==> src/rtl/onehot_alloc_tracker.sv <==
// rtl/onehot_alloc_tracker.sv - lowest-free slot allocator with one-hot grant and occupancy tracking
// Busy bits, free count and error flag are the only state; everything else decodes from them.
module onehot_alloc_tracker #(
    parameter int IDX_W = 7
) (
    input  logic               clk,
    input  logic               rst,
    input  logic               flush,
    input  logic               alloc_req,
    output logic               alloc_gnt,
    output logic [IDX_W-1:0]   alloc_idx,
    output logic [(1<<IDX_W)-1:0] alloc_onehot,
    input  logic               free_vld,
    input  logic [IDX_W-1:0]   free_idx,
    output logic               free_err,
    output logic [(1<<IDX_W)-1:0] busy_vec,
    output logic [IDX_W:0]     free_cnt,
    output logic               full,
    output logic               all_free
);
    localparam int N     = 1 << IDX_W;
    localparam int CNT_W = IDX_W + 1;

    logic          free_legal;
    logic [N-1:0]  clr_mask;

    // Scan downward so the last hit is the lowest free slot; idx stays 0 when full.
    always_comb begin
        alloc_idx = '0;
        for (int i = N - 1; i >= 0; i--) begin
            if (!busy_vec[i]) begin
                alloc_idx = IDX_W'(i);
            end
        end
    end

    assign full         = (free_cnt == '0);
    assign all_free     = (free_cnt == CNT_W'(N));
    assign alloc_gnt    = alloc_req & ~full;
    assign alloc_onehot = alloc_gnt ? (N'(1) << alloc_idx) : '0;

    assign free_legal = free_vld & busy_vec[free_idx];
    assign clr_mask   = free_legal ? (N'(1) << free_idx) : '0;

    // Grant uses pre-update busy bits, so a slot freed this cycle is only grantable next cycle.
    always_ff @(posedge clk or posedge rst) begin
        if (rst) begin
            busy_vec <= '0;
            free_cnt <= CNT_W'(N);
            free_err <= 1'b0;
        end else if (flush) begin
            busy_vec <= '0;
            free_cnt <= CNT_W'(N);
            free_err <= 1'b0;
        end else begin
            busy_vec <= (busy_vec | alloc_onehot) & ~clr_mask;
            free_cnt <= free_cnt - CNT_W'(alloc_gnt) + CNT_W'(free_legal);
            free_err <= free_vld & ~busy_vec[free_idx];
        end
    end
endmodule
==> config.mk <==
export PLATFORM = sky130hd
export DESIGN_NAME = onehot_alloc_tracker
export DESIGN_NICKNAME = d
export VERILOG_FILES = /design/src/rtl/onehot_alloc_tracker.sv
export SDC_FILE = /design/constraint.sdc
export NUM_CORES = 1
export LEC_CHECK = 0
export CAP_MARGIN = 20
export CORE_UTILIZATION = 40
export CTS_CLUSTER_DIAMETER = 30
export DETAILED_ROUTE_END_ITERATION = 10
export PLACE_DENSITY = 0.68
export SLEW_MARGIN = 0
export SYNTH_ARGS = -nofsm -noshare
export SYNTH_HDL_FRONTEND = slang
export SYNTH_SLANG_ARGS = --single-unit
export TNS_END_PERCENT = 50
==> constraint.sdc <==
create_clock -name clk -period 6.2 [get_ports clk]
set_clock_uncertainty 0.2 [all_clocks]
set_input_delay 0.93 -clock clk [delete_from_list [all_inputs] [get_ports clk]]
set_output_delay 0.93 -clock clk [all_outputs]
set_load 0.05 [all_outputs]
==> run_results.csv <==
group,metric,value,unit
run_status,status,"finished with violations",
run_status,violations,"setup timing",
grt,grt_max_degree,97,
clocking,cts-root-buf,"clkbuf_16",
timing,relSlewSlack,0.251,
placement,place_ws,0.543,ns
timing,period_share,1.01,
logic_synthesis,synth_cell_type_count,77,
setup_path,worstPathArrival,5.12,ns
layout,drive_gt1_frac,0.111,
clocking,cts_tree,"yes",
setup_path,end_kind,"primary output",
detailed_routing,vias,12100,
grt,grt_pass1_vias,11500,
die,core,24400,µm²
power_and_ir_drop,peakVddDrop,0.130,mV
die,dieArea,25600,µm²
setup_path,timing.rr.start,"busy_vec[50]$_DFF_PP0_",
die,die_x,160,µm
logic_synthesis,synth_top_area_frac,0.340,
clocking,worst_setup_hold_path_clk_slew,0.07,ns
layout,antenna_cells,0,
timing,fin_crit,6.25,ns
logic_synthesis,synth-edff-count,0,
timing,slew_viol_final,0,
setup_path,worstSetupPathType,"reg -> out",
power_and_ir_drop,power.leakage,5.09,nW
setup_path,critPathLaunch,"busy_vec[32]$_DFF_PP0_",
logic_synthesis,async_flop_share,1.00,
timing,fmaxAchievable,160,MHz
timing,finalSetupViolCount,2,
clocking,clock-sinks,137,
layout,fin_area,13900,µm²
logic_synthesis,synth_area_leaders,"dfrtp_1, a211oi_1, mux4_2",
logic_synthesis,synth_ff_type,"dfrtp_1",
timing,rsz0062_at_grt,"no",
die,io_pins,287,
setup_path,cp-start-kind,"flop",
die,std_cell_rows,57,
logic_synthesis,ys_ff_latch,137,
detailed_routing,ant_nets,0,
placement,placement.io_buffers,286,
layout,syn2layout_area_growth,39.1,%
timing,worstMarginPinSlew,1.12,ns
worst_hold_path,hp-class,"reg -> reg",
logic_synthesis,synth_cells,1174,
placement,dp_hpwl,37900,µm
layout,nets,1482,
placement,gp_congestion,1.05,
logic_synthesis,synth_seq_area_share,0.343,
detailed_routing,vias_per_cell,6.73,
detailed_routing,drc_errors,0,
timing,fin_ws,-0.0464,ns
setup_path,critPathMaxFanout,9,
worst_hold_path,worstHoldStart,"busy_vec[13]$_DFF_PP0_",
clocking,clk_path_buf_depth,2,
timing,holdWs,0.399,ns
logic_synthesis,synth_top_area_cell,"dfrtp_1",
clocking,cts_made_buffers,17,
clocking,clk_latency,0.45,ns
run,cap_violations,0,
logic_synthesis,yosysWarnings,0,
clocking,cts_max_level,4,
logic_synthesis,synth_nets,1199,
die,fp.dieH,160,µm
grt,grt_pass1_wl,75300,µm
grt,antenna_found_initial,0,
grt,overflow,0,
detailed_routing,drt-initial-drc-count,1665,
layout,final_util,0.570,
detailed_routing,drt-total-wl,51100,µm
placement,dpl_cell_area,13300,µm²
detailed_routing,first_pass_iters,6,
die,initial_utilization,0.410,
timing,hold_viol_final,0,
layout,layout_commonest_cell,"clkdlybuf4s50_1",
power_and_ir_drop,power_density,181,nW/µm²
layout,stdcell_count,1794,
placement,dpl.cell_count,1761,
logic_synthesis,syn_area,10000,µm²
layout,final_cell_mix,"clkdlybuf4s50_1, dfrtp_1, nor2_1, a21oi_1, a211oi_1",
detailed_routing,route.detailed.wl_per_inst,28.5,µm
setup_path,cp.required,5.07,ns
logic_synthesis,syn_avg_cell_area,8.52,µm²
grt,grtUsageTotal,0.397,
metal layers:
| metal | track usage | wire [µm] | share of wire |
|---|---|---|---|
| met1 | 0.522 | 19800 | 0.39 |
| met2 | 0.579 | 21800 | 0.43 |
| met3 | 0.132 | 6730 | 0.13 |
| met4 | 0.201 | 2800 | 0.055 |
| met5 | 0 | 0 | 0 |
area by class of cell:
type	instances	area, µm²
clock buffers	20	467
clock inverters	12	106
fillers	2263	10500
inverters	48	183
multi-input cells	922	6100
flip-flops and latches	137	3430
well taps	324	405
repair buffers	331	3220
sequential cells by signal (all words and copies together) (netlist names):
register  flops
free_err      1
busy_vec    128
free_cnt      8
stage by stage:
stage | total power [W] | TNS [ns]
3_5_place_dp | 0.00151 | 0
5_1_grt | 0.00260 | 0
6_report | 0.00252 | -0.0817
3_3_place_gp | 0.00151 | 0
4_1_cts | 0.00251 | 0
2_1_floorplan | 0.00135 | 0
final timing paths:
path | to | slack [ns] | cells after the start
setup / recovery | alloc_onehot[81] | -0.05 | 10
hold / removal | busy_vec[13]$_DFF_PP0_ | 0.40 | 1
setup reg to reg | free_cnt[6]$_DFF_PP0_ | 1.78 | 19
hold reg to reg | busy_vec[13]$_DFF_PP0_ | 0.40 | 1
max in group asynchronous | busy_vec[48]$_DFF_PP0_ | 4.07 | 3
min in group asynchronous | busy_vec[95]$_DFF_PP0_ | 0.80 | 2
where the power goes:
group | leakage (nW) | internal (W) | switching, W
Combinational | 2.92 | 0.000198 | 0.000368
Sequential | 1.90 | 0.000919 | 0.0000223
Clock | 0.274 | 0.000556 | 0.000460
Total | 5.09 | 0.00167 | 0.000850
synth_stat cells (7+ instances only):
cell type    n
nor2_1     140
dfrtp_1    136
a21oi_1    104
a211oi_1    84
nand2_1     76
nor3_1      64
inv_1       47
nand4_1     47
a31oi_1     42
o21a_1      41
nand3_1     30
buf_2       29
clkbuf_1    28
mux4_2      25
nor2b_1     20
o21ai_0     20
mux2i_1     19
and2_1      14
nand2b_1    14
ha_1        12
a221oi_1    11
o211ai_1    11
nor3_2      10
nor4_1      10
a21o_1       9
and4_1       9
buf_4        8
a311oi_1     7
and3_1       7
what timing repair did:
action                     CTS  global route
hold endpoints to repair     0             0
hold buffers                 0             0
setup endpoints to repair    0            18
setup buffers                0             0
gates resized for setup      0             3
critical path, cell delays in order, from the launching register on:
cell,delay (ns)
dfrtp_1,0.51
nand4_1,0.13
a21oi_1,0.32
o211ai_1,0.27
a2111oi_0,0.81
o311ai_1,0.39
nand2_1,0.36
a31oi_1,0.33
buf_4,0.29
nor3_1,0.36
clkdlybuf4s50_1,0.90
cell families (layout without fill, tap and decap cells):
logic type / Yosys count / count (layout) / synth area share
AND/OR/NAND/NOR: 477 / 477 / 0.250
flip-flops: 137 / 137 / 0.343
XOR/XNOR: 6 / 6 / 0.00526
buffers and inverters: 115 / 411 / 0.0506
adder cells (fa/ha/maj): 13 / 13 / 0.0170
multiplexers: 44 / 44 / 0.0753
AO/OA/AOI/OAI: 382 / 382 / 0.259
Power figures use the tool's default switching activity.
